$ cat config.mk
export PLATFORM = sky130hd
export DESIGN_NAME = wb_arbiter
export DESIGN_NICKNAME = d
export VERILOG_FILES = /design/src/rtl/wb_arbiter.sv
export SDC_FILE = /design/constraint.sdc
export NUM_CORES = 1
export LEC_CHECK = 0
export CORE_MARGIN = 2
export CORE_UTILIZATION = 61
export CTS_CLUSTER_SIZE = 10
export DETAILED_ROUTE_END_ITERATION = 8
export DONT_BUFFER_PORTS = 1
export GPL_ROUTABILITY_DRIVEN = 0
export PLACE_DENSITY = 0.77
export SLEW_MARGIN = 20
export SYNTH_ARGS = -nofsm -noshare
export SYNTH_HDL_FRONTEND = slang
export SYNTH_SLANG_ARGS = --single-unit
$ cat constraint.sdc
create_clock -name clk -period 9.2 [get_ports clk]
set_clock_uncertainty 0.1 [all_clocks]
set_input_delay 1.38 -clock clk [delete_from_list [all_inputs] [get_ports clk]]
set_output_delay 1.38 -clock clk [all_outputs]
set_load 0.05 [all_outputs]
$ cat src/rtl/wb_arbiter.sv
// -----------------------------------------------------------------------------
// wb_arbiter -- writeback arbiter for the single register-file write port.
//
// Merges the single-cycle ALU result stream and the long-latency MDU result
// stream into one registered write port. MDU results that cannot be written
// immediately wait in a small FIFO. A starvation counter throttles the ALU so
// that queued MDU results always drain. Decode gets per-operand hazard flags
// for every register write that has not yet reached the register file.
//
// Ports:
//   clk                       rising-edge clock
//   rst                       synchronous, active-low reset (0 = reset)
//   alu_valid/alu_ready       ALU result handshake, alu_rd / alu_data payload
//   mdu_valid/mdu_ready       MDU result handshake, mdu_rd / mdu_data payload
//   q_rs1, q_rs2, q_rd        decode query registers
//   hit_rs1, hit_rs2, hit_rd  query matches a pending write (combinational)
//   wEn, rd, write_data       registered register-file write port
//
// Handshake: a producer raises valid with a stable payload and keeps both
// stable until it sees valid && ready at a rising edge; the transfer happens
// at exactly that edge. ready never depends on the same-cycle valid.
// -----------------------------------------------------------------------------
module wb_arbiter #(
    parameter int DEPTH      = 2,
    parameter int STARVE_MAX = 4
) (
    input  logic        clk,
    input  logic        rst,
    input  logic        alu_valid,
    output logic        alu_ready,
    input  logic [4:0]  alu_rd,
    input  logic [31:0] alu_data,
    input  logic        mdu_valid,
    output logic        mdu_ready,
    input  logic [4:0]  mdu_rd,
    input  logic [31:0] mdu_data,
    input  logic [4:0]  q_rs1,
    input  logic [4:0]  q_rs2,
    input  logic [4:0]  q_rd,
    output logic        hit_rs1,
    output logic        hit_rs2,
    output logic        hit_rd,
    output logic        wEn,
    output logic [4:0]  rd,
    output logic [31:0] write_data
);

    localparam int AW = $clog2(DEPTH);
    localparam int CW = AW + 1;
    localparam int SW = $clog2(STARVE_MAX + 1);

    logic [4:0]    fifo_rd   [DEPTH];
    logic [31:0]   fifo_data [DEPTH];
    logic [AW-1:0] wr_ptr;
    logic [AW-1:0] rd_ptr;
    logic [CW-1:0] count;
    logic [SW-1:0] starve_cnt;
    logic [SW-1:0] starve_next;
    logic          throttle;

    logic fifo_empty;
    logic sel_alu;
    logic sel_pop;
    logic sel_byp;
    logic push;

    assign fifo_empty = (count == '0);
    // Depends on count only, so a full FIFO refuses even in a popping cycle.
    assign mdu_ready  = (count < CW'(DEPTH));
    assign alu_ready  = ~throttle;

    // Fixed-priority winner selection for the output register.
    always_comb begin
        sel_alu = 1'b0;
        sel_pop = 1'b0;
        sel_byp = 1'b0;
        if (throttle && !fifo_empty) begin
            sel_pop = 1'b1;
        end else if (alu_valid && alu_ready && (alu_rd != 5'd0)) begin
            sel_alu = 1'b1;
        end else if (!fifo_empty) begin
            sel_pop = 1'b1;
        end else if (mdu_valid && (mdu_rd != 5'd0)) begin
            // FIFO is empty here, so mdu_ready is 1 and the result is accepted.
            sel_byp = 1'b1;
        end
    end

    // rd=0 MDU results are accepted and dropped; bypassed ones are not queued.
    assign push = mdu_valid && mdu_ready && (mdu_rd != 5'd0) && !sel_byp;

    always_comb begin
        if (fifo_empty || sel_pop) begin
            starve_next = '0;
        end else if (starve_cnt < SW'(STARVE_MAX)) begin
            starve_next = starve_cnt + 1'b1;
        end else begin
            starve_next = starve_cnt;
        end
    end

    // Hazard flags: every queued entry plus the output register, which has
    // not reached the register file during its wEn cycle.
    always_comb begin
        logic [AW-1:0] idx;
        idx     = rd_ptr;
        hit_rs1 = 1'b0;
        hit_rs2 = 1'b0;
        hit_rd  = 1'b0;
        for (int k = 0; k < DEPTH; k++) begin
            idx = rd_ptr + AW'(k);
            if (CW'(k) < count) begin
                if (fifo_rd[idx] == q_rs1) hit_rs1 = 1'b1;
                if (fifo_rd[idx] == q_rs2) hit_rs2 = 1'b1;
                if (fifo_rd[idx] == q_rd)  hit_rd  = 1'b1;
            end
        end
        if (wEn && (rd == q_rs1)) hit_rs1 = 1'b1;
        if (wEn && (rd == q_rs2)) hit_rs2 = 1'b1;
        if (wEn && (rd == q_rd))  hit_rd  = 1'b1;
        if (q_rs1 == 5'd0) hit_rs1 = 1'b0;
        if (q_rs2 == 5'd0) hit_rs2 = 1'b0;
        if (q_rd  == 5'd0) hit_rd  = 1'b0;
    end

    // FIFO storage carries no reset; validity is tracked by count alone.
    always_ff @(posedge clk) begin
        if (rst && push) begin
            fifo_rd[wr_ptr]   <= mdu_rd;
            fifo_data[wr_ptr] <= mdu_data;
        end
    end

    always_ff @(posedge clk) begin
        if (!rst) begin
            wr_ptr     <= '0;
            rd_ptr     <= '0;
            count      <= '0;
            starve_cnt <= '0;
            throttle   <= 1'b0;
            wEn        <= 1'b0;
            rd         <= 5'd0;
            write_data <= 32'd0;
        end else begin
            starve_cnt <= starve_next;
            // Clear one edge after the FIFO has drained; set on reaching limit.
            if (throttle && fifo_empty) begin
                throttle <= 1'b0;
            end else if (starve_next == SW'(STARVE_MAX)) begin
                throttle <= 1'b1;
            end

            if (push)    wr_ptr <= wr_ptr + 1'b1;
            if (sel_pop) rd_ptr <= rd_ptr + 1'b1;
            case ({push, sel_pop})
                2'b10:   count <= count + 1'b1;
                2'b01:   count <= count - 1'b1;
                default: count <= count;
            endcase

            wEn <= sel_alu | sel_pop | sel_byp;
            if (sel_alu) begin
                rd         <= alu_rd;
                write_data <= alu_data;
            end else if (sel_pop) begin
                rd         <= fifo_rd[rd_ptr];
                write_data <= fifo_data[rd_ptr];
            end else if (sel_byp) begin
                rd         <= mdu_rd;
                write_data <= mdu_data;
            end
        end
    end

endmodule

==> results of run 1 <==
worst max-delay path by stage:
stage	start	to	cells after the start
floorplan	q_rd[1]	hit_rd	3
finish	register	hit_rd	6
detailed placement	alu_valid	fifo_data[0][8]$_DFFE_PP_	6
global route	register	hit_rs1	6
global placement	alu_valid	fifo_data[0][4]$_DFFE_PP_	6
CTS	register	hit_rd	6
per-layer routing:
layer | global-route usage [%] | part of all wire (%) | vias up
met2 | 43.5 | 50 | 158
met3 | 8.84 | 8.1 | 28
met5 | 0 | 0 | -
met4 | 11.2 | 2.3 | 0
li1 | - | - | 1853
met1 | 30.8 | 39 | 1858
placed cells by master, fill, tap and decap left out, types with 2 or more instances in the layout:
cell type,count
o21ai_0,49
buf_4,7
nor2_1,9
clkinv_4,5
a31oi_1,3
a22oi_1,2
a21oi_1,42
inv_1,5
clkbuf_16,16
o211ai_1,32
mux2i_1,43
inv_6,2
and2_1,6
o41ai_2,3
o21ai_1,24
bufinv_16,6
edfxtp_1,74
xor2_1,15
nor4_1,3
o211a_1,3
xnor2_1,35
or4_1,4
nor3_1,7
ha_1,3
nand4_1,6
dfxtp_1,46
nand2_1,42
sequential cells by signal, summed over array words and instances (netlist names), named ones only:
| register | flops |
|---|---|
| rd | 5 |
| starve_cnt | 3 |
| fifo_rd | 10 |
| wEn | 1 |
| fifo_data | 64 |
| throttle | 1 |
| count | 2 |
| rd_ptr | 1 |
| wr_ptr | 1 |
| write_data | 32 |
worst reg2reg max path: stages, from the launching register on:
cell      delay [ps]
dfxtp_1          370
inv_1            260
ha_2             340
buf_4            350
a211oi_1         610
nand2_1          200
nor2_4           850
final cells by class:
type | instances | area, um^2
flip-flops and latches | 121 | 3160
clock buffers | 17 | 414
multi-input cells | 342 | 2290
clock inverters | 14 | 245
well taps | 111 | 139
repair buffers | 7 | 52.6
fillers | 652 | 2780
inverters | 5 | 18.8
power by group through the flow:
| stage | registers [mW] | clock network [mW] | logic (mW) |
|---|---|---|---|
| after floorplan | 0.850 | 0 | 0.401 |
| after global placement | 0.876 | 0 | 0.450 |
| after detailed placement | 0.879 | 0 | 0.465 |
| after CTS | 0.871 | 0.746 | 0.470 |
| after global routing | 0.879 | 0.768 | 0.523 |
| final | 0.871 | 0.742 | 0.470 |
logic make-up (layout without fill, tap and decap cells):
group | after synthesis | after routing | synth area share [%]
AOI/OAI and AO/OA | 161 | 161 | 16.7
xor gates and xnor gates | 50 | 50 | 7.79
adders and majority gates | 4 | 4 | 0.890
buffers and inverters | 38 | 43 | 3.61
DFF | 121 | 121 | 56.3
muxes | 43 | 43 | 7.66
and+or+nand+nor | 84 | 84 | 7.12
==> out/metrics.yaml, run 1 <==
sta:
  slew_headroom_pct: 28.0
  setup_viol: 0
  finalHoldViolCount: 0
  tns_ps: 0
  whs_ps: 456
  tightest_slew_ps: 1080
  timing.final.ws_setup_ps: 4550
  slew_violations: 0
  min_period_ps: 4650
  fmax_mhz: 215
  finalCritPeriodShare_pct: 50.6
  rsz0062_at_grt: "no"
yosys:
  synth_top_area_share_pct: 39.5
  ys.flop_type: "edfxtp_1"
  yosysMostFrequentCell: "edfxtp_1"
  ys_warn_count: 0
  synth_edf_count: 74
  ys_types: 35
  synth-seq-cells: 121
  syn_area_per_cell_um2: 11.2
  syn_inst: 501
  seq_area_frac_synth_pct: 56.3
  yosys-top-cells-count: "edfxtp_1 (74), o21ai_0 (49), dfxtp_1 (47)"
  yosysTopAreaCell: "edfxtp_1"
  synth.cell_area_um2: 5620
  mappedNetlistNets: 598
  synthTopCellsByArea: "edfxtp_1 (40%), dfxtp_1 (17%), mux2i_1 (7.7%)"
  synth-async-reset-ratio_pct: 0
drt:
  post_drt_wl_per_cell_um: 20.3
  viasPerCell: 6.32
  drc: 0
  ant_nets: 0
  drt_iter0_markers: 210
  vias: 3897
  dr.pass1.iters: 4
  routed_wl_um: 12500
clocking:
  cts_tree: "yes"
  clock_sinks: 121
  cts-root-buf: "clkbuf_8"
  cts_resized: 0
  cts.htree.levels: 4
  post_cts_buffers: 0
  clkLatencyLatePin_ps: 520
  cts_buffer_depth: 2
  cts_hold_buf: 0
  cts_buffers: 17
  clk_pin_slew_ps: 60
layout:
  design_area_um2: 6330
  final_core_util_pct: 69.5
  final_cells: 617
  drive_above_1_share_pct: 9.29
  nNetsFinal: 591
  area_delta_synth_final_pct: 12.6
  num_antenna_cells: 0
pwr:
  pwr_density_cell_nw_per_um2: 329
  p_leak_nw: 2.15
  sw_frac_of_total_pct: 35.7
  p_int_mw: 1.34
  total_power_mw: 2.08
  p_sw_mw: 0.744
  p_comb_share_pct: 22.6
  seq_power_share_pct: 41.8
  pwr-share-clk_pct: 35.6
  ir_drop_mv: 0.184
critical_path:
  path_cells: "buf_4, mux2i_1, xor2_1, nand4_1, o41ai_2, buf_4"
  rr_endpoint: "fifo_data[0][26]$_DFFE_PP_"
  reg2reg_from: "count[1]$_SDFFE_PN0P_"
  regToRegSetupSlack_ps: 5710
  critPathMaxFanout: 27
  critical_path_class: "reg2out"
  critical-path-top-delay-family: "buffers and inverters"
  cp_slowest_cell: "mux2i_1"
  end_kind: "primary output"
  worst-path-buf-inv: 2
  critical_path.startpoint_type: "register"
  cp.required_ps: 7720
  critPathArrivalTime_ps: 3170
  crit_top_cell: "buf_4"
  slowest_delay_ps: 650
  worstRegToRegCells: 6
global_route:
  grtUsageTotal_pct: 26.0
  grt_pass1_vias: 3994
  antenna_found_initial: 0
  grt_start_max_net_pins: 74
  grt-ovfl-total: 0
  grt_pass1_wl_um: 20000
hold_path:
  worstHoldPathType: "reg2reg"
  hold_start: "starve_cnt[2]$_SDFF_PN0_"
  whs_path_depth: 2
  worstHoldEndpoint: "starve_cnt[2]$_SDFF_PN0_"
place:
  io_buffers: 0
  dpl-instance-area_um2: 5670
  dp_hpwl_um: 7950
  placed_cells: 586
  place_ws_ps: 4780
die:
  die_area_um2: 10000
  rows: 35
  start_util_pct: 61.7
  die_y_um: 100
  core_um2: 9110
  chipWidth_um: 100
  io_pins: 136
status:
  status: "finished, final reports clean"
job:
  max_cap_viol_count: 0
Power figures use the tool's default switching activity.
==> run 2, diff against run 1 <==
--- a/config.mk
+++ b/config.mk
@@ -6,12 +6,12 @@
 export NUM_CORES = 1
 export LEC_CHECK = 0
 export CORE_MARGIN = 2
-export CORE_UTILIZATION = 61
+export CORE_UTILIZATION = 57
 export CTS_CLUSTER_SIZE = 10
 export DETAILED_ROUTE_END_ITERATION = 8
 export DONT_BUFFER_PORTS = 1
 export GPL_ROUTABILITY_DRIVEN = 0
-export PLACE_DENSITY = 0.77
+export PLACE_DENSITY = 0.75
 export SLEW_MARGIN = 20
 export SYNTH_ARGS = -nofsm -noshare
 export SYNTH_HDL_FRONTEND = slang
==> constraint.sdc (replaced) <==
create_clock -name clk -period 3.75 [get_ports clk]
set_clock_uncertainty 0.1 [all_clocks]
set_input_delay 0.5625 -clock clk [delete_from_list [all_inputs] [get_ports clk]]
set_output_delay 0.5625 -clock clk [all_outputs]
set_load 0.05 [all_outputs]
==> out/metrics.yaml, run 2 (synthesis results as in run 1) <==
hold_path:
  worstHoldPathType: "in2reg"  # was reg2reg
drt:
  viasPerCell: 5.98  # was 6.32
  top_layer_used: "met4"  # unchanged
  drc: 0  # unchanged
  drt-met1-wl_um: 4930  # about the same
  met3_length_um: 995  # was 1010 um
  wl_met2_um: 6040  # was 6290 um
  post_drt_wl_per_cell_um: 18.8  # was 20.3 um
  ant_nets: 0  # unchanged
  routed_wl_um: 12100  # was 12500 um
  vias: 3836  # was 3897
  drt_iter0_markers: 256  # was 210
  dr.pass1.iters: 5  # was 4
global_route:
  grt_pass1_vias: 3884  # was 3994
  grt-ovfl-total: 0  # unchanged
  antenna_found_initial: 0  # unchanged
  grt_start_max_net_pins: 67  # was 74
  grt_pass1_wl_um: 18500  # was 20000 um
  grtUsageTotal_pct: 23.2  # was 26.0%
layout:
  final_cell_mix: "edfxtp_1 (74), o21ai_0 (49), dfxtp_1 (46)"  # unchanged
  layout_commonest_cell: "edfxtp_1"  # unchanged
  num_antenna_cells: 0  # unchanged
  final_core_util_pct: 64.7  # was 69.5%
  largest_reg_flops: 64  # unchanged
  nNetsFinal: 593  # was 591
  area_delta_synth_final_pct: 11.5  # was 12.6%
  drive_above_1_share_pct: 9.04  # was 9.29%
  top_register: "fifo_data"  # unchanged
  top_regs: "fifo_data x64, write_data x32, fifo_rd x10"  # unchanged
clocking:
  cts_resized: 0  # unchanged
  clkLatencyLatePin_ps: 510  # was 520 ps
  cts_buffer_depth: 2  # unchanged
  cts_tree: "yes"  # unchanged
  cts.htree.levels: 4  # unchanged
  clk_pin_slew_ps: 60  # about the same
  cts_hold_buf: 0  # unchanged
  post_cts_buffers: 0  # unchanged
  cts_buffers: 17  # unchanged
  cts-root-buf: "clkbuf_8"  # unchanged
  clock_sinks: 121  # unchanged
sta:
  fmax_mhz: 321
  setup_viol: 0  # unchanged
  timing.final.ws_setup_ps: 636  # was 4550 ps
  slew_violations: 0  # unchanged
  finalHoldViolCount: 0  # unchanged
  finalCritPeriodShare_pct: 83.0
  min_period_ps: 3110
  slew_headroom_pct: 39.4  # was 28.0%
  tns_ps: 0  # unchanged
  rsz0062_at_grt: "no"  # unchanged
  tightest_slew_ps: 909  # was 1080 ps
die:
  chipWidth_um: 103  # was 100 um
  start_util_pct: 58.0  # was 61.7%
  core_um2: 9680  # was 9110 um^2
  die_area_um2: 10700  # was 10000 um^2
  die_y_um: 103  # was 100 um
  rows: 36  # was 35
  io_pins: 136  # unchanged
pwr:
  p_int_mw: 3.03  # was 1.34 mW
  sw_frac_of_total_pct: 36.5  # was 35.7%
  ir_drop_mv: 0.494  # was 0.184 mV
  p_comb_share_pct: 24.4  # was 22.6%
  seq_power_share_pct: 44.3  # was 41.8%
  p_sw_mw: 1.74  # was 0.744 mW
  p_leak_nw: 2.11  # was 2.15 nW
  pwr_density_cell_nw_per_um2: 761  # was 329 nW/um^2
  pwr-share-clk_pct: 31.3  # was 35.6%
place:
  place_ws_ps: 735  # was 4780 ps
  dp_hpwl_um: 8030  # was 7950 um
  io_buffers: 0  # unchanged
status:
  status: "finished, final reports clean"  # unchanged
critical_path:
  critical_path.startpoint_type: "register"  # unchanged
  cp.required_ps: 3090  # was 7720 ps
  end_kind: "primary output"  # unchanged
  critPathMaxFanout: 6  # was 27
  critical_path_class: "reg2out"  # unchanged
  critPathArrivalTime_ps: 2450  # was 3170 ps
job:
  max_cap_viol_count: 0  # unchanged
run 2: worst paths after layout:
| kind | startpoint | endpoint | slack [ps] | cells after the start |
|---|---|---|---|---|
| hold reg to reg | starve_cnt[1]$_SDFF_PN0_ | starve_cnt[1]$_SDFF_PN0_ | 460 | 2 |
| setup / recovery | rd_ptr$_SDFFE_PN0P_ | hit_rd | 640 | 6 |
| hold / removal | mdu_data[9] | fifo_data[0][9]$_DFFE_PP_ | 40 | 0 |
| setup reg to reg | count[1]$_SDFFE_PN0P_ | write_data[13]$_SDFFE_PN0P_ | 700 | 7 |
run 2: area by class of cell:
class                   count  area, um^2
clock buffers              22         443
well taps                 133         166
multi-input cells         342        2290
fillers                   736        3420
flip-flops and latches    121        3160
repair buffers              9        80.1
inverters                   5        18.8
clock inverters            10         101
run 2: stage by stage:
| stage | instance area [um^2] | std cells | power, mW | hold WS (ps) |
|---|---|---|---|---|
| finish | 6270 | 642 | 4.77 | 42.9 |
| global route | 6270 | 642 | 5.00 | 8.47 |
| CTS | 6270 | 642 | 4.79 | 22.7 |
| detailed placement | 5720 | 610 | 3.30 | 452 |
| global placement | 5720 | 610 | 3.26 | 434 |
| floorplan | 5620 | 501 | 3.07 | 421 |
run 2: metal layers:
metal | vias to the layer above | GRT usage [%]
met4 | 0 | 7.79
li1 | 1850 | -
met5 | - | 0
met3 | 12 | 9.14
met2 | 160 | 39.2
met1 | 1814 | 27.2
run 2: power groups by stage:
| stage | sequential (mW) | clock (mW) | combinational, mW |
|---|---|---|---|
| final | 2.12 | 1.49 | 1.16 |
| after global routing | 2.14 | 1.57 | 1.30 |
| after CTS | 2.12 | 1.51 | 1.17 |
| after detailed placement | 2.14 | 0 | 1.16 |
| after global placement | 2.14 | 0 | 1.12 |
| after floorplan | 2.08 | 0 | 0.985 |
run 2: critical path, cell delays in order (launching register included):
cell	delay, ps
dfxtp_1	510
mux2i_1	490
xnor2_1	120
nor4_1	350
a31oi_1	150
o41ai_2	70
buf_4	250
